<file path="config.mk">
export PLATFORM = sky130hd
export DESIGN_NAME = ad9957_cdds_seq
export DESIGN_NICKNAME = d
export VERILOG_FILES = /design/src/rtl/ad9957_cdds_seq.sv
export SDC_FILE = /design/constraint.sdc
export NUM_CORES = 1
export LEC_CHECK = 0
export CAP_MARGIN = 20
export CORE_MARGIN = 2
export CORE_UTILIZATION = 57
export CTS_CLUSTER_DIAMETER = 30
export CTS_CLUSTER_SIZE = 25
export DETAILED_ROUTE_END_ITERATION = 10
export MAX_ROUTING_LAYER = met4
export PLACE_DENSITY = 0.83
export SLEW_MARGIN = 20
export SYNTH_ARGS = -nofsm -noshare
export SYNTH_HDL_FRONTEND = slang
export SYNTH_SLANG_ARGS = --single-unit
</file>
<file path="constraint.sdc">
create_clock -name clk -period 5.05 [get_ports clk]
set_input_delay 1.515 -clock clk [delete_from_list [all_inputs] [get_ports clk]]
set_output_delay 1.515 -clock clk [all_outputs]
set_load 0.02 [all_outputs]
</file>
<file path="src/rtl/ad9957_cdds_seq.sv">
// Command sequencer producing the registered 10-bit cdds control word for the
// AD9957 function module: timed pulses, profile selection, playback gating and Tx enable.
module ad9957_cdds_seq #(
  parameter int MRST_LEN = 16,
  parameter int IORS_LEN = 4,
  parameter int IOUP_LEN = 4
) (
  input  logic        clk,
  input  logic        rst,
  input  logic        cmd_vld,
  output logic        cmd_rdy,
  input  logic [2:0]  cmd_op,
  input  logic [15:0] cmd_arg,
  output logic        busy,
  output logic [9:0]  cdds
);

  typedef enum logic [2:0] {
    S_IDLE,
    S_PROF_SET,
    S_PULSE,
    S_PLAY_RST,
    S_PLAY,
    S_GAP
  } state_t;

  // Which cdds bit the shared pulse counter is currently timing.
  typedef enum logic [1:0] {
    SEL_MRST,
    SEL_IORS,
    SEL_IOUP,
    SEL_WRST
  } sel_t;

  localparam logic [2:0] OP_NOP  = 3'd0;
  localparam logic [2:0] OP_MRST = 3'd1;
  localparam logic [2:0] OP_IORS = 3'd2;
  localparam logic [2:0] OP_PROF = 3'd3;
  localparam logic [2:0] OP_IOUP = 3'd4;
  localparam logic [2:0] OP_PLAY = 3'd5;
  localparam logic [2:0] OP_TXEN = 3'd6;
  localparam logic [2:0] OP_WRST = 3'd7;

  localparam logic [7:0] MRST_L = 8'(MRST_LEN);
  localparam logic [7:0] IORS_L = 8'(IORS_LEN);
  localparam logic [7:0] IOUP_L = 8'(IOUP_LEN);

  state_t      state,     state_nxt;
  sel_t        pulse_sel, pulse_sel_nxt;
  logic [7:0]  pulse_cnt, pulse_cnt_nxt;
  logic [15:0] play_cnt,  play_cnt_nxt;
  logic [2:0]  prof,      prof_nxt;
  logic        txen_lvl,  txen_lvl_nxt;
  logic [9:0]  cdds_nxt;
  logic        accept;

  assign cmd_rdy = (state == S_IDLE);
  assign busy    = (state != S_IDLE);
  assign accept  = cmd_vld && cmd_rdy;

  // State and datapath registers; reset has priority over any accept.
  // NOTE: sequential state uses non-blocking assignments only, so every register
  // samples pre-edge values and process ordering cannot change the result.
  always_ff @(posedge clk) begin
    if (rst) begin
      state     <= S_IDLE;
      pulse_sel <= SEL_MRST;
      pulse_cnt <= '0;
      play_cnt  <= '0;
      prof      <= '0;
      txen_lvl  <= 1'b0;
      cdds      <= '0;
    end else begin
      state     <= state_nxt;
      pulse_sel <= pulse_sel_nxt;
      pulse_cnt <= pulse_cnt_nxt;
      play_cnt  <= play_cnt_nxt;
      prof      <= prof_nxt;
      txen_lvl  <= txen_lvl_nxt;
      cdds      <= cdds_nxt;
    end
  end

  // Next-state and counter logic.
  // NOTE: every signal gets a default before the case, so no path leaves it
  // unassigned and no latch is inferred.
  always_comb begin
    state_nxt     = state;
    pulse_sel_nxt = pulse_sel;
    pulse_cnt_nxt = pulse_cnt;
    play_cnt_nxt  = play_cnt;
    prof_nxt      = prof;
    txen_lvl_nxt  = txen_lvl;

    case (state)
      S_IDLE: begin
        if (accept) begin
          case (cmd_op)
            OP_NOP: begin
            end
            OP_MRST: begin
              state_nxt     = S_PULSE;
              pulse_sel_nxt = SEL_MRST;
              pulse_cnt_nxt = MRST_L;
              prof_nxt      = '0;
              txen_lvl_nxt  = 1'b0;
            end
            OP_IORS: begin
              state_nxt     = S_PULSE;
              pulse_sel_nxt = SEL_IORS;
              pulse_cnt_nxt = IORS_L;
            end
            OP_PROF: begin
              state_nxt = S_PROF_SET;
              prof_nxt  = cmd_arg[2:0];
            end
            OP_IOUP: begin
              state_nxt     = S_PULSE;
              pulse_sel_nxt = SEL_IOUP;
              pulse_cnt_nxt = IOUP_L;
            end
            OP_PLAY: begin
              state_nxt    = S_PLAY_RST;
              play_cnt_nxt = cmd_arg;
            end
            OP_TXEN: begin
              txen_lvl_nxt = cmd_arg[0];
            end
            OP_WRST: begin
              state_nxt     = S_PULSE;
              pulse_sel_nxt = SEL_WRST;
              pulse_cnt_nxt = 8'd1;
            end
            default: begin
            end
          endcase
        end
      end

      S_PROF_SET: begin
        state_nxt     = S_PULSE;
        pulse_sel_nxt = SEL_IOUP;
        pulse_cnt_nxt = IOUP_L;
      end

      S_PULSE: begin
        if (pulse_cnt <= 8'd1) begin
          state_nxt     = S_GAP;
          pulse_cnt_nxt = '0;
        end else begin
          pulse_cnt_nxt = pulse_cnt - 8'd1;
        end
      end

      // A zero-length playback still issues the buffer reset, then skips gating.
      S_PLAY_RST: begin
        state_nxt = (play_cnt == 16'd0) ? S_GAP : S_PLAY;
      end

      S_PLAY: begin
        if (play_cnt <= 16'd1) begin
          state_nxt    = S_GAP;
          play_cnt_nxt = '0;
        end else begin
          play_cnt_nxt = play_cnt - 16'd1;
        end
      end

      S_GAP: begin
        state_nxt = S_IDLE;
      end

      default: begin
        state_nxt = S_IDLE;
      end
    endcase
  end

  // Output word is derived from the upcoming state and registered into cdds,
  // so no cmd_* input reaches the pins without passing a flop.
  always_comb begin
    logic pulse_on;
    logic pben;
    pulse_on = (state_nxt == S_PULSE);
    pben     = (state_nxt == S_PLAY);
    cdds_nxt = '0;
    cdds_nxt[0]   = pulse_on && (pulse_sel_nxt == SEL_IOUP);
    cdds_nxt[3:1] = prof_nxt;
    cdds_nxt[4]   = pulse_on && (pulse_sel_nxt == SEL_MRST);
    cdds_nxt[5]   = pulse_on && (pulse_sel_nxt == SEL_IORS);
    cdds_nxt[6]   = pulse_on && (pulse_sel_nxt == SEL_WRST);
    cdds_nxt[7]   = (state_nxt == S_PLAY_RST);
    cdds_nxt[8]   = pben;
    cdds_nxt[9]   = txen_lvl_nxt | pben;
  end

  // At most one timed bit may be active in any cycle.
  a_pulse_exclusive : assert property (@(posedge clk) disable iff (rst)
    $onehot0({cdds[0], cdds[4], cdds[5], cdds[6], cdds[7], cdds[8]}));

  a_pben_forces_txen : assert property (@(posedge clk) disable iff (rst)
    cdds[8] |-> cdds[9]);

endmodule

</file>
==> results of run 1 <==
-- power by group --
| group | internal [W] | switching, W | leakage (nW) |
|---|---|---|---|
| logic | 0.000490 | 0.000702 | 0.679 |
| clock network | 0.000174 | 0.000113 | 0.0645 |
| registers | 0.000414 | 0.000134 | 0.325 |
| total | 0.00108 | 0.000949 | 1.07 |
-- state kept, by name, summed over array words and instances, names as in the netlist --
signal	cells
pulse_sel	2
pulse_cnt	8
play_cnt	16
txen_lvl	1
state	3
cdds	10
-- cell usage in the layout (no fill, tap or decap), types with 4 or more instances in the layout --
cell type        count
dfxtp_1             40
o21ai_1              8
nor3_1               9
nor2_1              28
clkdlybuf4s50_1     33
nand2_1             21
a21boi_0             4
a21oi_1             18
a211oi_1             5
buf_4                4
nor4_1              11
o21ai_0             11
o22ai_1              5
clkbuf_8             7
inv_1               16
nand3_1             11
a31oi_1              5
ha_1                 5
a32oi_1              4
o32ai_1              4
or3_1                4
a32o_1               5
-- layer usage --
layer	wire length, um	global-route usage (%)	vias up
li1	-	-	1161
met1	2630	33.8	1086
met2	2800	44.2	83
met3	306	4.38	13
met4	127	12.3	0
met5	0	-	-
-- final timing paths --
| check | from | endpoint | slack [ns] |
|---|---|---|---|
| max | state[2] | cmd_rdy | 1.68 |
| min | cdds[3] | cdds[3] | 0.46 |
| max reg2reg | state[0] | play_cnt[13] | 2.52 |
| min reg2reg | cdds[3] | cdds[3] | 0.46 |
-- Yosys cell counts, types with 5 or more instances --
cell and n:
a31oi_1 5, clkbuf_1 8, ha_1 5, nor4_1 11, nor3_1 9, a32o_1 5, dfxtp_1 40, o21ai_1 8
buf_2 7, a211oi_1 5, inv_1 16, o21ai_0 11, nor2_1 28, nand3_1 11, a21oi_1 18, nand2_1 21
o22ai_1 5
-- critical path, stage by stage (launching register included) --
cell and delay, ns:
dfxtp_1 0.43, or3_1 0.46, inv_1 0.07, clkdlybuf4s50_1 0.59
-- cell type report --
| cell class | instances | area share (%) |
|---|---|---|
| timing repair buffer | 37 | 12.5 |
| clock buffer | 7 | 3.34 |
| tap | 50 | 2.17 |
| inverter | 17 | 2.22 |
| sequential | 40 | 27.8 |
| clock inverter | 1 | 1.04 |
| multi-input combinational | 220 | 50.9 |
-- stage by stage --
stage	hold WS [ns]	power, W	std cells	area [um^2]	setup slack (ns)
after floorplan	0.448	0.00143	293	2410	2.33
after global placement	0.446	0.00169	364	2750	1.52
after detailed placement	0.452	0.00172	364	2750	1.46
after CTS	0.464	0.00202	372	2880	1.68
after global routing	0.473	0.00217	372	2880	1.60
final	0.455	0.00203	372	2880	1.68
-- logic make-up (layout without fill, tap and decap cells) --
kind of cell | Yosys count | count (layout)
muxes | 2 | 2
and+or+nand+nor | 113 | 113
buffers and inverters | 33 | 62
adders and majority gates | 5 | 5
xor gates and xnor gates | 5 | 5
AOI/OAI and AO/OA | 95 | 95
DFF | 40 | 40
==> summary by stage, run 1 <==
Outcome
The flow ran to the end, and the final reports show no timing, DRC or antenna violations.

Floorplan
The initial utilization of the core area, before any placement, comes to 59.8%. Row generation in the floorplan step produced 23 rows. In this run the vertical extent of the chip is 69.0 um. The chip width is 69.0 um. The total die area is 4760 um^2. The core region is 4030 um^2. The count of boundary I/O pins is 34.

Finish
The area overhead of the layout relative to synthesis is 19.6%. Of the cells placed in the final design, the portion with a size suffix greater than 1 is 9.63%. Cells fill 71.5% of the core in the end. Fill cells in the final layout number 313. The net count of the finished layout is 348.

Summing all flip-flop and latch instances after layout gives 801 um^2. The number of antenna diodes is 0. The combined area of the multi-input logic cells is 1470 um^2.

Global routing
The first global-routing pass estimated 9.36 mm of wire. The via count of the first global-routing pass is 2090. Across every metal layer, demand over resource in global routing totals 27.4%. The number of antenna violations at the first check in global routing is 0. Entering global routing, the biggest net connects 29 pins. Global routing finished with a remaining overflow of 0.

Logic synthesis
Sequential elements use 33.3% of the synthesized area. The multiplexer share of the synthesized area is 0.884%. Of the total synthesized cell area, the portion taken by XOR and XNOR cells is 1.82%. The post-synthesis cell type count is 64. The compound-cell area share of the yosys netlist is 29.3%. The post-synthesis share of cell area spent on and, or, nand and nor gates is 26.4%. Summing the areas of all fa, ha and maj instances in the mapped netlist gives 2.60% of the synthesized area. In the synthesized netlist the dominant register cell turns out to be dfxtp_1. The mapped netlist covers 2410 um^2. Dividing the synthesized area by the synthesized cell count gives 8.22 um^2. The number of flops mapped to enable cells by yosys is 0.

The number of nets produced by synthesis is 320. For this run, asynchronously set or reset flops after synthesis account for 0%. The proportion of netlist area held by the largest area contributor is 33.3%. The cell count after synthesis came out at 293. dfxtp_1 takes more of the synthesized area than any other cell. By area the synthesized netlist is led by dfxtp_1 (33%), nor2_1 (4.4%), a21oi_1 (3.7%). The dominant combinational cell family by area after synthesis is compound AO/OA/AOI/OAI gates. For this run, the number of Yosys warnings is 0. Counting flops and latches in the post-synthesis netlist gives 40.

Place
The count of port buffers added during placement is 33. The placer congestion estimate is 0.906. The HPWL reported at the end of detailed placement is 4.13 mm.

Clock network
The post-CTS resize count is 0. CTS built an H-tree with a depth of 2. The total setup buffers inserted after CTS is 0. The latest clock arrival within the worst-skew pair is 0.30 ns. In this run the deepest clock path goes through 2 buffers. The count of hold-fix buffers inserted at cts is 0. TritonCTS built the clock tree. For this design, the sink count on the clock tree is 40. After clock tree synthesis, the clock-pin slew on the worst setup and hold paths is 0.08 ns.

The tree is rooted in a clkbuf_8. The number of buffers inserted during clock tree synthesis is 5.

STA
In the final timing run, aggregate negative setup slack is 0 ns. In this run the tightest slew margin relative to its limit is 47.9%. The final cycle utilization of the critical path is 66.7%. Setup repair after global routing left no endpoint under its margin.

For the pin with the worst max-slew slack, the measured transition is 0.775 ns. The max-slew violation total from the final report is 0. The count of endpoints failing hold in the final timing report was 0. The worst clock skew on the final layout is 0.00514 ns.

Derived from the worst setup path, the maximum achievable clock frequency is 0.297 GHz. The final period demand of the worst path is 3.37 ns. Setup violations remaining at the end of the flow were counted as 0.

Pwr
Across the VDD grid, the largest voltage drop is 0.419 mV. The leakage power total is 1.07 nW. Power spread over the standard cell area amounts to 704 nW/um^2.

Routing
The via count normalized by instance count is 6.30. The first detailed-routing pass ran for 5 iterations. The routed design has 5.86 mm of wire. The vias after detailed routing is 2343. The routed length per placed instance is 15.8 um. For this block, the initial DRC count from the detailed router was 194. In the routed design, unresolved DRC markers number 0.

The post-route antenna net violation count is 0.

Critical path
The required arrival time at the worst endpoint is 3.54 ns. Along the worst path, the maximum fanout reaches 13. The type of the worst setup path is flip-flop to output port. The number of cell instances on the worst register-to-register path is 6.

The critical path startpoint category is a flip-flop. The endpoint type of the worst setup path is an output port. The data arrival time of the worst path is 1.85 ns.

Min path
The kind of path behind the tightest hold check is flip-flop to flip-flop. The cell count of the worst hold path is 2.

Run
The reported max-cap violation count is 0.
No activity file was read; power rests on OpenSTA's default activity.
==> run 2: changes to the inputs <==
--- a/config.mk
+++ b/config.mk
@@ -7,12 +7,12 @@
 export LEC_CHECK = 0
 export CAP_MARGIN = 20
 export CORE_MARGIN = 2
-export CORE_UTILIZATION = 57
+export CORE_UTILIZATION = 55
 export CTS_CLUSTER_DIAMETER = 30
 export CTS_CLUSTER_SIZE = 25
 export DETAILED_ROUTE_END_ITERATION = 10
 export MAX_ROUTING_LAYER = met4
-export PLACE_DENSITY = 0.83
+export PLACE_DENSITY = 0.8
 export SLEW_MARGIN = 20
 export SYNTH_ARGS = -nofsm -noshare
 export SYNTH_HDL_FRONTEND = slang
==> constraint.sdc (replaced) <==
create_clock -name clk -period 3.15 [get_ports clk]
set_input_delay 0.945 -clock clk [delete_from_list [all_inputs] [get_ports clk]]
set_output_delay 0.945 -clock clk [all_outputs]
set_load 0.02 [all_outputs]
==> run 2 against run 1 <==
Sequential power is 56% higher. Global-route usage fell by 2.5 points. Setup slack worse by 1.3 ns. First-iteration DRC count down 12%. Register-to-register slack worse by 1.7 ns. Die area up 3.4%. Cell area increased by 1.7%. Critical endpoint unchanged.
==> summary by stage, run 2 (same netlist as run 1, synthesis figures left out) <==
Outcome
The flow ran to the end, and the final reports show no timing, DRC or antenna violations.

Clock network
In this run the post-CTS setup repair buffer count came out at 0. The clock sink count is 40. The number of H-tree branching levels is 2.

The register clock-pin slew on the reported worst setup and hold paths is 0.07 ns. The latest clock arrival within the worst-skew pair is 0.29 ns. The buffer cell driving the clock tree root is clkbuf_8. The clock tree from TritonCTS is built. The maximum buffer depth of the clock tree is 2.

The post-CTS resize count is 0. Counting the buffers created by CTS gives 5. For this design, the CTS-stage hold fixing added 0 buffers.

STA
Clock skew on the completed layout was measured at 0.00805 ns. The maximum clock frequency is 0.363 GHz. The max-slew violation total from the final report was 0.

The relative slew slack is 48.9%. The count of endpoints failing setup in the final report is 0. The tightest hold path in the finished design has a slack of 0.453 ns. The count of endpoints failing hold in the final timing report is 0. Setup repair after global routing left no endpoint under its margin. The final critical path takes up 87.5% of the cycle. The routed design could run at a clock period as short as 2.76 ns. The slew of the pin with the lowest slew margin is 0.759 ns. Setup total negative slack on the finished layout was measured at 0 ns.

Finish
The register with the most flip-flops in the layout has 16 of them. The area overhead of the layout relative to synthesis is 21.6%. The final cell utilization of the core is 68.2%. The layout has 372 filler cells. 0 antenna diodes ended up in the layout. The final net count is 354. The library cell used most frequently in the layout, excluding fill and tap cells, is dfxtp_1. In the layout the commonest cells are dfxtp_1 (40), clkdlybuf4s50_1 (33), nor2_1 (28). The largest registers in the layout are play_cnt (16), cdds (10), pulse_cnt (8). After the flow finishes, the layout carries non-filler instances totaling 380. The share of cells above drive strength 1 is 11.3%. Once layout is done, the placed cells without fillers occupy 2930 um^2.

The largest register by flop count is play_cnt.

Critical path
STA puts the critical path data required time at 2.20 ns. The worst setup path is launched from a flip-flop. The endpoint type of the worst setup path is an output port. The startpoint identified for the worst register-to-register timing path is play_cnt[0]. In this design, the stage delay of the slowest critical-path cell is 0.59 ns. Among all stages on the critical path, the largest delay is contributed by clkdlybuf4s50_1. The number of cell instances on the worst register-to-register path is 6. In this run the worst path has a maximum fanout of 13. The data arrival time of the worst path is 1.81 ns. The signal on the critical path passes through or3_1 -> inv_1 -> clkdlybuf4s50_1.

The type of the worst setup path is flip-flop to output port. In this run the critical register-to-register path is captured at play_cnt[8]. The worst reg-to-reg setup slack is 0.84 ns.

Global routing
In the global route stage, overall resource usage came out at 24.9%. The via count of the first global-routing pass was 2146. The number of antenna violations at the first check in global routing is 0. The first global-routing pass estimated 9.84 mm of wire. Global routing finished with a remaining overflow of 0. Entering global routing, the biggest net connects 19 pins.

Min path
In this run the worst hold path is classified as flip-flop to flip-flop. For hold timing, the worst endpoint is cdds[1]. The worst hold path was traced through 2 stages. The worst hold path startpoint is cdds[1].

Routing
The number of search-and-repair iterations in the first detailed-routing pass is 5. The total wirelength of the detailed-routed design is 5.78 mm. After detailed routing, the number of remaining DRC violations is 0. Detailed routing inserted a total of 2364 vias. Dividing the detail-routed wire length by the instance count gives 15.2 um. Using the TritonRoute via totals, the vias-per-cell ratio works out to 6.22. The number of DRC violations after detailed-routing iteration 0 is 171.

Once detail routing completed, the nets flagged for antenna violations numbered 0.

Pwr
Summed over all nets, the switching power comes to 0.00152 W. The internal power consumption is 0.00175 W. Sequential cells burn 26.1% of the power. The share of total power consumed by net switching is 46.4%. The portion of total power attributed to combinational logic is 59.9%. The power density relative to cell area is 1120 nW/um^2. IR analysis of the VDD net gives a maximum drop of 0.659 mV. For this design the static power due to leakage is 1.10 nW. The clock network accounts for 14.0% of the total power.

Floorplan
Row generation in the floorplan step produced 24 rows. The placeable core area is 4290 um^2. The chip width is 70.2 um. The total die area is 4920 um^2. The y dimension of the die is 70.2 um. The count of boundary I/O pins is 34. The effective utilization at floorplan is 56.1%.

Place
Counting tap cells, the placed design contains a total of 372 instances. Routability-driven placement finished with a final weighted congestion of 0.878. The count of port buffers added during placement is 33. In this run the cell area measured after placement is 2800 um^2. Once detailed placement completed, the half-perimeter wirelength came to 4.18 mm.

Run
Across the run, the number of max-cap violations was 0.
==> run 2: cell count changes in the layout (fill, tap and decap cells not counted), sizes merged <==
cell,previous run,this run
buf,4,10
==> run 2: how the worst max path moves through the flow <==
stage / startpoint / to / slack (ns) / cells after the start
global route: state[2] / cmd_rdy / 0.32 / 3
CTS: state[2] / cmd_rdy / 0.40 / 3
detailed placement: cmd_op[1] / pulse_cnt[2] / 0.24 / 7
finish: state[2] / cmd_rdy / 0.39 / 3
global placement: cmd_op[0] / play_cnt[8] / 0.33 / 5
floorplan: cmd_op[1] / pulse_cnt[2] / 1.0 / 6
==> run 2: through the flow <==
stage	power [W]	setup WS (ns)
finish	0.00327	0.393
global route	0.00353	0.323
detailed placement	0.00278	0.236
floorplan	0.00229	0.995
CTS	0.00325	0.395
global placement	0.00275	0.333
==> run 2: area by class of cell <==
type	instances	area [um^2]	area share, %
inverters	17	63.8	2.18
flip-flops and latches	40	801	27.4
clock inverters	1	30.0	1.03
clock buffers	7	96.3	3.29
well taps	52	65.1	2.22
repair buffers	43	405	13.8
multi-input cells	220	1470	50.1
==> run 2: per-layer routing <==
layer	track usage [%]	vias to the layer above	part of all wire, %
met1	33.7	1102	45
met2	38.2	79	48
met3	4.18	10	5.1
met4	8.12	0	1.2
li1	-	1173	-
met5	-	-	0
==> run 2: power groups by stage <==
stage          logic [W]  registers (W)  clock network, W
2_1_floorplan    0.00144       0.000842                 0
3_3_place_gp     0.00190       0.000851                 0
3_5_place_dp     0.00193       0.000859                 0
4_1_cts          0.00194       0.000848          0.000464
5_1_grt          0.00216       0.000877          0.000489
6_report         0.00196       0.000854          0.000457
==> run 2: critical path, delay by kind of cell, from the launching register on <==
family                 cells  cell delay, ns
buffers and inverters      2            0.65
flip-flops                 1            0.44
AND/OR/NAND/NOR            1            0.44
==> RTL change: new RTL, config.mk and constraints of run 2 <==
Change the parameter `MRST_LEN` from 16 to 8.
--- a/src/rtl/ad9957_cdds_seq.sv
+++ b/src/rtl/ad9957_cdds_seq.sv
@@ -1,7 +1,7 @@
 // Command sequencer producing the registered 10-bit cdds control word for the
 // AD9957 function module: timed pulses, profile selection, playback gating and Tx enable.
 module ad9957_cdds_seq #(
-  parameter int MRST_LEN = 16,
+  parameter int MRST_LEN = 8,
   parameter int IORS_LEN = 4,
   parameter int IOUP_LEN = 4
 ) (
Formal check against the unedited RTL: not equivalent (Yosys sat finds a counterexample within 10 cycles, from zero or initial values and one cycle with rst high).
==> RTL change against run 2 <==
Wire length down 0.47%; sequential power down 1%; design area down 0.56%; global-route usage up 0.51 points; core utilization down 0.85 points; critical endpoint unchanged; clock skew down 1.4 ps; setup slack worse by 60 ps; area after synthesis up 1.8%; via count down 3.7%; highest routed layer unchanged; power down 8.7%; sequential cell count unchanged; clock power down 29%.
==> RTL change: results (changes against run 2) <==
Parameter                              Value

Outcome
  Result of the run    finished clean (unchanged)

Global route
  Global routing usage on met2    39.4% (was 38.2%)
  Initial antenna violation count    0 (unchanged)
  Met3 Use GR    3.42% (was 4.18%)
  Aggregate global-route resource usage    25.5% (was 24.9%)
  Wire length of the first global-routing pass    10000 um (was 9840 um)
  Vias in the first global route    2136 (was 2146)
  Fraction of met1 tracks used by global routing    34.0% (was 33.7%)
  Largest net degree at the start of global routing    23 (was 19)

Setup path
  Slowest cell on the critical path    clkdlybuf4s50_1 (unchanged)
  Critical path fanouts, max    12 (was 13)
  Max stage delay on crit path    590 ps (about the same)
  Arr. time, crit path    1870 ps (was 1810 ps)

Finish
  Final Net Count    346 (was 354)
  Fraction of layout instances using a drive strength above 1    11.9% (was 11.3%)
  Antenna cell count    0 (unchanged)
  Combined area of the multi-input logic cells    1510 um2 (was 1470 um2)
  Filler-free cell count of the finished design    371 (was 380)
  Number of fill cells in the layout    376 (was 372)
  Leading registers by flop count    play_cnt x16, cdds x10, pulse_cnt x8 (unchanged)

Logic synthesis
  Number of warnings reported in the yosys synthesis log    0 (unchanged)
  Syn_area_per_cell    8.57 um2 (was 8.22 um2)
  Part of the Yosys area used for sequential elements    32.7% (was 33.3%)
  Count of different cell masters after synthesis    71 (was 64)
  Commonest cells in the synthesized netlist    dfxtp_1, nor2_1, nand2_1 (unchanged)
  Syn_nets    313 (was 320)
  EDFF count, synth    0 (unchanged)
  Largest cells by area after synthesis    dfxtp_1, a21oi_1, nor2_1 (was dfxtp_1, nor2_1, a21oi_1)

Placement
  Final RePlAce weighted congestion    0.841 (was 0.878)
  Placed instance count    364 (was 372)
  Detailed-placement wirelength estimate    4180 um (about the same)
  Count of buffers inserted at the top-level ports    33 (unchanged)
  Worst setup slack before clock tree synthesis    256 ps (was 236 ps)
  Post-placement cell area    2830 um2 (was 2800 um2)

Detailed routing
  1st-pass router iterations    4 (was 5)
  Detailed-route via count    2276 (was 2364)
  Drt first-iter violations    173 (was 171)
  Final routed wire length divided by cell count    15.5 um (was 15.2 um)

Pwr
  LEAKAGE    0.00104 uW (was 0.00110 uW)
  Peak supply drop    566 uV (was 659 uV)

CTS
  Number of clock buffers inserted by TritonCTS    5 (unchanged)
  Clock transition at the register clock pins on the worst setup and hold paths after CTS    70 ps (about the same)
  Deepest clock path buffer count    2 (unchanged)
  H-tree level count    2 (unchanged)
  Buffers inserted during post-CTS setup optimization    0 (unchanged)
  Post-CTS resize count    0 (unchanged)
  Cell at the root of the clock tree    clkbuf_8 (unchanged)

Job
  Maxcap violations    0 (unchanged)

Timing
  Final setup vio count    0 (unchanged)
  Tightest Pin Transition    846 ps (was 759 ps)
  Final worst clock skew    6.61 ps (was 8.05 ps)

Min path
  Worst hold path type    register to register (unchanged)
RTL change: logic make-up (layout without fill, tap and decap cells):
group	count (synthesis)	after routing	share of synthesized area, %
xor+xnor	9	9	3.22
buf+inv	31	64	5.72
flops	40	40	32.7
fa+ha+maj	5	5	2.55
simple gates	112	112	28.7
compound gates	88	88	26.2
mux	1	1	0.919
RTL change: layout make-up:
class	instances	share of cell area (%)
Tap cell	52	2.23
Inverter	14	1.80
Clock buffer	6	2.49
Timing Repair Buffer	43	13.9
Sequential cell	40	27.5
Multi-Input combinational cell	215	51.9
Clock inverter	1	0.172
RTL change: worst paths after layout:
path / start / end / slack [ps] / depth (start not counted)
worst max-delay path: state[0]$_SDFF_PP0_ / cmd_rdy / 330 / 3
worst min-delay path: cdds[3]$_SDFFE_PP0P_ / cdds[3]$_SDFFE_PP0P_ / 470 / 2
worst max register to register: play_cnt[0]$_SDFFE_PP0P_ / cdds[4]$_SDFF_PP0_ / 960 / 7
worst min register to register: cdds[3]$_SDFFE_PP0P_ / cdds[3]$_SDFFE_PP0P_ / 470 / 2
RTL change: where the power goes:
| group | leakage [uW] | total, uW | internal [uW] | switching, uW |
|---|---|---|---|---|
| sequential | 0.000325 | 842 | 651 | 191 |
| combinational | 0.000679 | 1820 | 781 | 1040 |
| clock | 0.0000410 | 325 | 151 | 175 |
| total | 0.00104 | 2980 | 1580 | 1400 |
RTL change: metal layers:
| layer | share of wire [%] | vias to the layer above |
|---|---|---|
| li1 | - | 1143 |
| met1 | 47 | 1047 |
| met2 | 46 | 78 |
| met3 | 5.8 | 8 |
| met4 | 1.3 | 0 |
| met5 | 0 | - |
